$ cat src/rtl/link_pkg.sv
// Shared definitions for the player-character link controller and its datapath.
// State encoding, direction codes and the direction priority helper live here.
package link_pkg;

  typedef enum logic [2:0] {
    ST_RESET  = 3'd0,
    ST_INIT   = 3'd1,
    ST_WAIT   = 3'd2,
    ST_IDLE   = 3'd3,
    ST_ATTACK = 3'd4,
    ST_MOVE   = 3'd5,
    ST_DRAW   = 3'd6
  } state_t;

  // Direction codes are also decoded by the character datapath.
  typedef enum logic [1:0] {
    DIR_UP    = 2'd0,
    DIR_DOWN  = 2'd1,
    DIR_LEFT  = 2'd2,
    DIR_RIGHT = 2'd3
  } dir_t;

  localparam logic ON  = 1'b1;
  localparam logic OFF = 1'b0;

  // Opposing buttons resolve as up > down > left > right.
  function automatic dir_t pick_dir(input logic up, input logic down,
                                    input logic left, input logic right);
    dir_t d;
    d = DIR_RIGHT;
    if (up)        d = DIR_UP;
    else if (down) d = DIR_DOWN;
    else if (left) d = DIR_LEFT;
    else if (right) d = DIR_RIGHT;
    return d;
  endfunction

endpackage

$ cat src/rtl/link_frame_sched.sv
// One-deep frame tick buffer: remembers a tick that arrives while the FSM is busy
// and pulses frame_overrun when a second tick has nowhere to go.
module link_frame_sched
  import link_pkg::*;
(
  input  logic clock,
  input  logic reset,
  input  logic frame_tick,
  input  logic accept,
  output logic pending,
  output logic frame_overrun
);

  always_ff @(posedge clock) begin
    if (reset) begin
      pending       <= OFF;
      frame_overrun <= OFF;
    end else begin
      frame_overrun <= OFF;
      if (accept) begin
        // A decide driven by the buffered tick re-buffers a coincident fresh tick.
        pending <= pending & frame_tick;
      end else if (frame_tick) begin
        if (pending) frame_overrun <= ON;
        else         pending       <= ON;
      end
    end
  end

endmodule

$ cat src/rtl/link_control.sv
// Per-frame sequencer for the player-character datapath: decides attack / move / idle
// once per frame, then holds draw_char until the datapath reports draw_done or times out.
module link_control
  import link_pkg::*;
#(
  parameter int ATTACK_FRAMES = 8,
  parameter int MOVE_DIV      = 1,
  parameter int DRAW_TIMEOUT  = 1023
) (
  input  logic clock,
  input  logic reset,
  input  logic start,
  input  logic frame_tick,
  input  logic btn_up,
  input  logic btn_down,
  input  logic btn_left,
  input  logic btn_right,
  input  logic btn_attack,
  input  logic draw_done,
  output logic init,
  output logic idle,
  output logic attack,
  output logic move_up,
  output logic move_down,
  output logic move_left,
  output logic move_right,
  output logic draw_char,
  output logic busy,
  output logic frame_overrun,
  output logic draw_error
);

  localparam logic [7:0] ATK_RELOAD = 8'(ATTACK_FRAMES - 1);
  localparam logic [3:0] STEP_LAST  = 4'(MOVE_DIV - 1);
  localparam logic [9:0] TIMER_LAST = 10'(DRAW_TIMEOUT - 1);

  state_t      state;
  dir_t        move_dir;
  logic [7:0]  atk_cnt;
  logic [3:0]  step_cnt;
  logic [9:0]  timer;
  logic        last_attack;
  logic        pending;
  logic        decide;
  logic        any_dir;
  logic        sched_tick;

  assign any_dir    = btn_up | btn_down | btn_left | btn_right;
  assign decide     = (state == ST_WAIT) && (frame_tick || pending);
  assign sched_tick = frame_tick && (state != ST_RESET);

  link_frame_sched u_sched (
    .clock         (clock),
    .reset         (reset),
    .frame_tick    (sched_tick),
    .accept        (decide),
    .pending       (pending),
    .frame_overrun (frame_overrun)
  );

  always_ff @(posedge clock) begin
    if (reset) begin
      state       <= ST_RESET;
      move_dir    <= DIR_UP;
      atk_cnt     <= '0;
      step_cnt    <= '0;
      timer       <= '0;
      last_attack <= OFF;
      draw_error  <= OFF;
    end else begin
      case (state)
        ST_RESET: if (start) state <= ST_INIT;
        ST_INIT, ST_IDLE, ST_ATTACK, ST_MOVE: begin
          state <= ST_DRAW;
          timer <= '0;
        end
        ST_DRAW: begin
          if (draw_done) begin
            state <= ST_WAIT;
          end else if (timer == TIMER_LAST) begin
            draw_error <= ON;
            state      <= ST_WAIT;
          end else begin
            timer <= timer + 10'd1;
          end
        end
        ST_WAIT: begin
          if (decide) begin
            last_attack <= btn_attack;
            // Attack frames leave step_cnt untouched so movement resumes where it left off.
            if (atk_cnt != 8'd0) begin
              state   <= ST_ATTACK;
              atk_cnt <= atk_cnt - 8'd1;
            end else if (btn_attack && !last_attack) begin
              state   <= ST_ATTACK;
              atk_cnt <= ATK_RELOAD;
            end else if (any_dir && step_cnt == STEP_LAST) begin
              state    <= ST_MOVE;
              step_cnt <= '0;
              move_dir <= pick_dir(btn_up, btn_down, btn_left, btn_right);
            end else begin
              state    <= ST_IDLE;
              step_cnt <= any_dir ? step_cnt + 4'd1 : 4'd0;
            end
          end
        end
        default: state <= ST_RESET;
      endcase
    end
  end

  assign init       = (state == ST_INIT);
  assign idle       = (state == ST_IDLE);
  assign attack     = (state == ST_ATTACK);
  assign move_up    = (state == ST_MOVE) && (move_dir == DIR_UP);
  assign move_down  = (state == ST_MOVE) && (move_dir == DIR_DOWN);
  assign move_left  = (state == ST_MOVE) && (move_dir == DIR_LEFT);
  assign move_right = (state == ST_MOVE) && (move_dir == DIR_RIGHT);
  assign draw_char  = (state == ST_DRAW);
  assign busy       = (state != ST_RESET) && (state != ST_WAIT);

endmodule
$ cat config.mk
export PLATFORM = sky130hd
export DESIGN_NAME = link_control
export DESIGN_NICKNAME = d
export VERILOG_FILES = /design/src/rtl/link_pkg.sv /design/src/rtl/link_frame_sched.sv /design/src/rtl/link_control.sv
export SDC_FILE = /design/constraint.sdc
export NUM_CORES = 1
export LEC_CHECK = 0
export BUFFER_PORTS_ARGS = -buffer_cell sky130_fd_sc_hd__buf_2
export CAP_MARGIN = 20
export CORE_MARGIN = 4
export CORE_UTILIZATION = 30
export DETAILED_ROUTE_END_ITERATION = 6
export GPL_TIMING_DRIVEN = 0
export PLACE_DENSITY = 0.56
export SYNTH_ARGS = -nofsm -noshare
export SYNTH_HDL_FRONTEND = slang
export SYNTH_SLANG_ARGS = --single-unit
$ cat constraint.sdc
create_clock -name clock -period 2.8 [get_ports clock]
set_input_delay 0.28 -clock clock [delete_from_list [all_inputs] [get_ports clock]]
set_output_delay 0.28 -clock clock [all_outputs]
set_load 0.02 [all_outputs]
# After elaboration in Yosys (flattened, before gate mapping)
# Cells that the tools add are included.
# classes
add_sub_neg	3
mul	0
div	0
n_lt_le_gt_ge	0
eq_ne	16
n_shift	0
muxes	21
bitwise_logic	8
reduce_logical	28
# ops
cell	n
2-to-1 mux 3 bit	7
2-to-1 mux 10 bit	2
case mux 10 bit (2 select lines)	1
2-to-1 mux 8 bit	2
case mux 3 bit (4 select lines)	1
AND reduction 3 bit	4
adder 10 x 1 -> 10 bit, second input constant	1
== test 10 bit, second input constant	1
== test 3 bit, second input constant	3
logical AND 1 bit	9
2-to-1 mux 4 bit	2
inequality test 2 bit, second input constant	4
nonzero test 8 bit	1
subtractor 8 x 1 -> 8 bit, second input constant	1
== test 3 x 2 -> 1 bit, second input constant	2
inequality test 3 x 2 -> 1 bit, second input constant	2
nonzero test 2 bit	3
AND reduction 5 bit	1
adder 4 x 1 -> 4 bit, second input constant	1
== test 2 bit, second input constant	2
logical NOT 4 bit	1
2-to-1 mux 1 bit	4
2-to-1 mux 2 bit	2
inverter 1 bit	4
other kinds (13)	15
# totals
regBits	31
latch_bits	0
ramBits	0
romBits	0
inputBits	10
output_inout_bits	11
wordCells	85
n_memories	0

# Logic depth before layout (Yosys ltp)
# depth
depth_word	9
depth_mapped	7
ltp_nobuf	7

# Cells and area by module
# From an unflattened synthesis, not the netlist that was laid out.
# unflattened
hier_cells	210
area_unflattened_um2	1716.6
# by_module_without_submodules
module	n_inst	cells_each	area_per_inst_um2	seq_area_each_um2
link_control	1	203	1637.8	580.6
link_frame_sched	1	7	78.8	40.0

# Worst setup path before layout
# No wires, ideal clock.
# synth_path
path_kind	register to register
startpoint	register step_cnt[0]
endpoint	register move_dir[1]
setup_ns	0.071
arrival_ns	1.628
required_ns	2.729
slack_ns	1.101
path_stages_with_launch	8
n_path_buf	0
period_less_slack_ns	1.699
path_cell_list	dfxtp_1 inv_1 ha_1 or3b_2 nor2_1 nand3_1 or3_1 a21oi_1
# synth_between
elab_chain_len	3
# synth_rtl
item	line_no	rtl
from (decl)	link_control.sv:40	logic [3:0] step_cnt;
from (signal assigned)	link_control.sv:103	step_cnt <= any_dir ? step_cnt + 4'd1 : 4'd0;
logical NOT 4 bit	link_control.sv:97	end else if (any_dir && step_cnt == STEP_LAST) begin
logical AND 1 bit	link_control.sv:97	
AND reduction 5 bit (no source line)	n/a	
to (signal assigned)	link_control.sv:100	move_dir <= pick_dir(btn_up, btn_down, btn_left, btn_right);
to (decl)	link_control.sv:38	dir_t move_dir;
# No other way between the ends.
# A chain may end at the register's enable or synchronous reset.

# Final worst setup path
# layout_path
startpoint	register timer[1]
endpoint	register timer[4]
# layout_between
elab_chain_len	4
elab_cells_between_ends	7
classes_between	add/sub: 1; eq/ne: 2; mux: 3; reduce/logical: 1
# layout_rtl
item	line_no	rtl
from (decl)	link_control.sv:41	logic [9:0] timer;
from (signal assigned)	link_control.sv:84	timer <= timer + 10'd1;
adder 10 x 1 -> 10 bit	link_control.sv:84	
2-to-1 mux 10 bit	link_control.sv:80	end else if (timer == TIMER_LAST) begin
2-to-1 mux 10 bit	link_control.sv:78	if (draw_done) begin
case mux 10 bit (2 select lines)	link_control.sv:71	case (state)
# Several ways; a longest one is shown, not always the timed one. The select of a mux whose other input is x is not followed.

==> metrics.txt <==
# TYPE chip_impl_metric gauge
chip_impl_info{name="run_status",value="completed"} 1
chip_impl_info{name="worst_r2r_startpoint",value="timer[1]$_SDFFE_PP0P_"} 1
chip_impl_metric{name="global_route_wire_length_before_repair",unit="mm"} 6.34
chip_impl_metric{name="groute.layer.met2.usage",unit="%"} 19.9
chip_impl_metric{name="use_met3",unit="%"} 3.15
chip_impl_info{name="crit_path_end_kind",value="register"} 1
chip_impl_metric{name="post_cts.repair.setup_buffers",unit=""} 0
chip_impl_metric{name="top_level_ports",unit=""} 21
chip_impl_info{name="min-delay-start",value="btn_attack"} 1
chip_impl_metric{name="cp.required",unit="ns"} 3.01
chip_impl_metric{name="cts_repair_resize_count",unit=""} 0
chip_impl_metric{name="layout.nets",unit=""} 248
chip_impl_metric{name="tns",unit="ns"} 0
chip_impl_metric{name="maxCapViolations",unit=""} 0
chip_impl_metric{name="synth-seq-cells",unit=""} 31
chip_impl_metric{name="firstDrtPassIters",unit=""} 4
chip_impl_metric{name="chipWidth",unit="microns"} 82.3
chip_impl_metric{name="gp_routability_congestion",unit=""} 0.781
chip_impl_metric{name="ys_seq_area_share",unit="%"} 37.5
chip_impl_metric{name="min_delay_path_depth",unit=""} 3
chip_impl_metric{name="synth_top_area_share",unit="%"} 37.5
chip_impl_metric{name="worst_clock_skew",unit="ns"} 0.0105
chip_impl_metric{name="cts_hold_buffers",unit=""} 0
chip_impl_metric{name="power_leakage",unit="nW"} 0.726
chip_impl_metric{name="post_synth_num_cell_types",unit=""} 42
chip_impl_info{name="worstHoldEndpoint",value="last_attack$_SDFFE_PP0P_"} 1
chip_impl_metric{name="finalHoldViolations",unit=""} 0
chip_impl_info{name="grt_most_used_layer",value="met2"} 1
chip_impl_metric{name="final_antenna_net_count",unit=""} 0
chip_impl_metric{name="die_height",unit="microns"} 82.3
chip_impl_metric{name="cp_data_arrival_time",unit="ns"} 2.11
chip_impl_metric{name="slew_violations",unit=""} 0
chip_impl_metric{name="setup_viol_count_final",unit=""} 0
chip_impl_metric{name="numCtsBuffers",unit=""} 5
chip_impl_info{name="most_numerous_cell_types_in_the_synthesized_netlist",value="nor2_1, dfxtp_1, a21oi_1"} 1
chip_impl_info{name="synth_most_common_cell",value="nor2_1"} 1
chip_impl_metric{name="layout-drive-gt1-share",unit="%"} 15.0
chip_impl_info{name="tritoncts",value="done"} 1
chip_impl_metric{name="vias_in_the_first_global_route",unit=""} 1450
chip_impl_metric{name="grt_max_degree",unit=""} 11
chip_impl_metric{name="design_power_total",unit="mW"} 1.38
chip_impl_metric{name="total_number_of_vias",unit=""} 1493
chip_impl_metric{name="ys_async_sr_fraction",unit="%"} 0
chip_impl_metric{name="final.period_utilization",unit="%"} 68.0
chip_impl_metric{name="syn-cell-area",unit="sq um"} 1650
chip_impl_metric{name="area.growth.synth_to_final",unit="%"} 16.0
chip_impl_metric{name="period_needed",unit="ns"} 1.90
chip_impl_info{name="ys_dominant_reg_cell",value="dfxtp_1"} 1
chip_impl_metric{name="clkLatencyLatePin",unit="ns"} 0.29
chip_impl_info{name="rr_endpoint",value="timer[4]$_SDFFE_PP0P_"} 1
chip_impl_metric{name="postSynthCellCount",unit=""} 206
chip_impl_metric{name="syn_avg_cell_area",unit="sq um"} 8.03
chip_impl_metric{name="drc",unit=""} 0
chip_impl_metric{name="port-buffer-count",unit=""} 19
chip_impl_metric{name="number_of_synthesized_flops_with_an_enable_pin",unit=""} 0
chip_impl_info{name="timing_worst_setup_path_type",value="reg -> reg"} 1
chip_impl_metric{name="cts-htree-levels",unit=""} 2
chip_impl_metric{name="first_iter_violations",unit=""} 94
chip_impl_info{name="grt_setup_unrepaired",value="no"} 1
chip_impl_metric{name="minimum_hold_slack",unit="ns"} 0.246
chip_impl_metric{name="post-dp-hpwl",unit="mm"} 2.73
chip_impl_info{name="clockRootBuffer",value="clkbuf_8"} 1
chip_impl_metric{name="maximum_clock_path_buffer_count",unit=""} 2
chip_impl_metric{name="drt-wirelength-per-cell",unit="microns"} 11.8
chip_impl_metric{name="num_antenna_cells",unit=""} 0
chip_impl_metric{name="cts.clk_slew.worst_paths",unit="ns"} 0.07
chip_impl_metric{name="initial_core_utilization",unit="%"} 31.6
chip_impl_metric{name="die_area",unit="sq um"} 6770
chip_impl_metric{name="crit_fanout",unit=""} 8
chip_impl_metric{name="synthesis.nets",unit=""} 222
chip_impl_metric{name="max_slew_margin",unit="%"} 59.5
chip_impl_metric{name="grt_antenna_before_repair",unit=""} 0
chip_impl_metric{name="reg2reg_setup_slack",unit="ns"} 0.90
chip_impl_metric{name="vdd.ir_drop.worst",unit="uV"} 541
chip_impl_info{name="setup.worst_path.start_class",value="register"} 1
chip_impl_metric{name="all_layer_global_routing_usage",unit="%"} 12.1
chip_impl_metric{name="met1_resource_use_gr",unit="%"} 14.6
chip_impl_metric{name="fmaxAchievable",unit="MHz"} 525
chip_impl_metric{name="clock-sinks",unit=""} 31
chip_impl_metric{name="grt_overflow",unit=""} 0
chip_impl_metric{name="worst-r2r-cell-count",unit=""} 6
chip_impl_metric{name="viasPerCell",unit=""} 4.93
chip_impl_metric{name="power.density",unit="nW/um^2"} 718
chip_impl_info{name="worst_hold_path_type",value="in -> reg"} 1
chip_impl_info{name="yosysTopAreaCell",value="dfxtp_1"} 1
chip_impl_info{name="synth.top_cells.by_area",value="dfxtp_1, nor2_1, a21oi_1"} 1
chip_impl_metric{name="finalWirelength",unit="mm"} 3.57
chip_impl_metric{name="max_slew.worst_pin.slew",unit="ns"} 0.602
chip_impl_metric{name="area_of_the_core_region",unit="sq um"} 5240
chip_impl_metric{name="core.rowCount",unit=""} 26
chip_impl_metric{name="yosysWarningCount",unit=""} 0
## worst max path at each step
stage | depth (start not counted) | slack [ns] | start | to
CTS | 7 | 0.89 | step_cnt[0]$_SDFFE_PP0P_ | move_dir[1]$_SDFFE_PP0P_
floorplan | 7 | 1.10 | step_cnt[0]$_SDFFE_PP0P_ | move_dir[1]$_SDFFE_PP0P_
global route | 6 | 0.68 | timer[1]$_SDFFE_PP0P_ | timer[4]$_SDFFE_PP0P_
global placement | 4 | 0.89 | atk_cnt[2]$_SDFFE_PP0P_ | atk_cnt[7]$_SDFFE_PP0P_
finish | 6 | 0.90 | timer[1]$_SDFFE_PP0P_ | timer[4]$_SDFFE_PP0P_
detailed placement | 7 | 0.91 | step_cnt[0]$_SDFFE_PP0P_ | move_dir[1]$_SDFFE_PP0P_
## worst max-delay path: stages (launching register included)
cell and delay, ns:
dfxtp_1 0.42, ha_1 0.19, nand3_1 0.11, o31a_1 0.35, nor2_1 0.43, o21ai_0 0.18
a21oi_1 0.14
## registers in the layout, summed over array words and instances, names as in the netlist
name / count
timer: 10
atk_cnt: 8
step_cnt: 4
state: 3
move_dir: 2
draw_error: 1
last_attack: 1
u_sched.frame_overrun: 1
u_sched.pending: 1
## power by group
| group | internal (mW) | leakage, nW | switching [mW] |
|---|---|---|---|
| clock | 0.174 | 0.0422 | 0.166 |
| combinational | 0.172 | 0.433 | 0.322 |
| sequential | 0.486 | 0.251 | 0.0572 |
| total | 0.832 | 0.726 | 0.545 |
## routing by layer
layer | wire length, microns | vias to the layer above
li1 | - | 779
met1 | 1640 | 678
met2 | 1700 | 28
met3 | 161 | 8
met4 | 60 | 0
met5 | 0 | -
## metrics by stage
stage / setup slack, ns / std cells / area [sq um] / utilization (%)
final: 0.896 / 303 / 1920 / 36.6
after global routing: 0.677 / 303 / 1920 / 36.6
after CTS: 0.894 / 303 / 1920 / 36.6
after detailed placement: 0.910 / 295 / 1840 / 35.1
after global placement: 0.891 / 295 / 1840 / 35.1
after floorplan: 1.10 / 206 / 1650 / -
## area by class of cell
type / instances / area (sq um)
fillers: 546 / 3320
multi-input cells: 157 / 965
flip-flops and latches: 31 / 621
repair buffers: 19 / 95.1
well taps: 70 / 87.6
clock buffers: 7 / 76.3
inverters: 12 / 45.0
plain buffers: 6 / 23.8
clock inverters: 1 / 5.00
## cells by family (layout without fill, tap and decap cells)
family,after synthesis,in the layout,synth area share [%]
simple gates,103,103,34.4
compound gates,38,38,14.1
flops,31,31,37.5
buf+inv,18,45,4.16
xor+xnor,10,10,5.30
fa+ha+maj,6,6,4.54
## layout by cell type (no fill, tap or decap), types with 2 or more instances in the layout
cell / count
nand3_1: 8
nor3_1: 8
clkbuf_1: 6
a21oi_1: 17
inv_1: 12
and4_1: 2
clkbuf_8: 5
nand2_1: 12
or2_2: 2
xor2_1: 9
o21ai_0: 7
or3_1: 6
ha_1: 6
nand2b_1: 6
o31ai_1: 3
a211oi_1: 2
and3_1: 3
nor2b_1: 2
nor4_1: 2
nand4_1: 9
nor2_1: 34
dfxtp_1: 31
buf_2: 20
No activity file was read; power rests on OpenSTA's default activity.
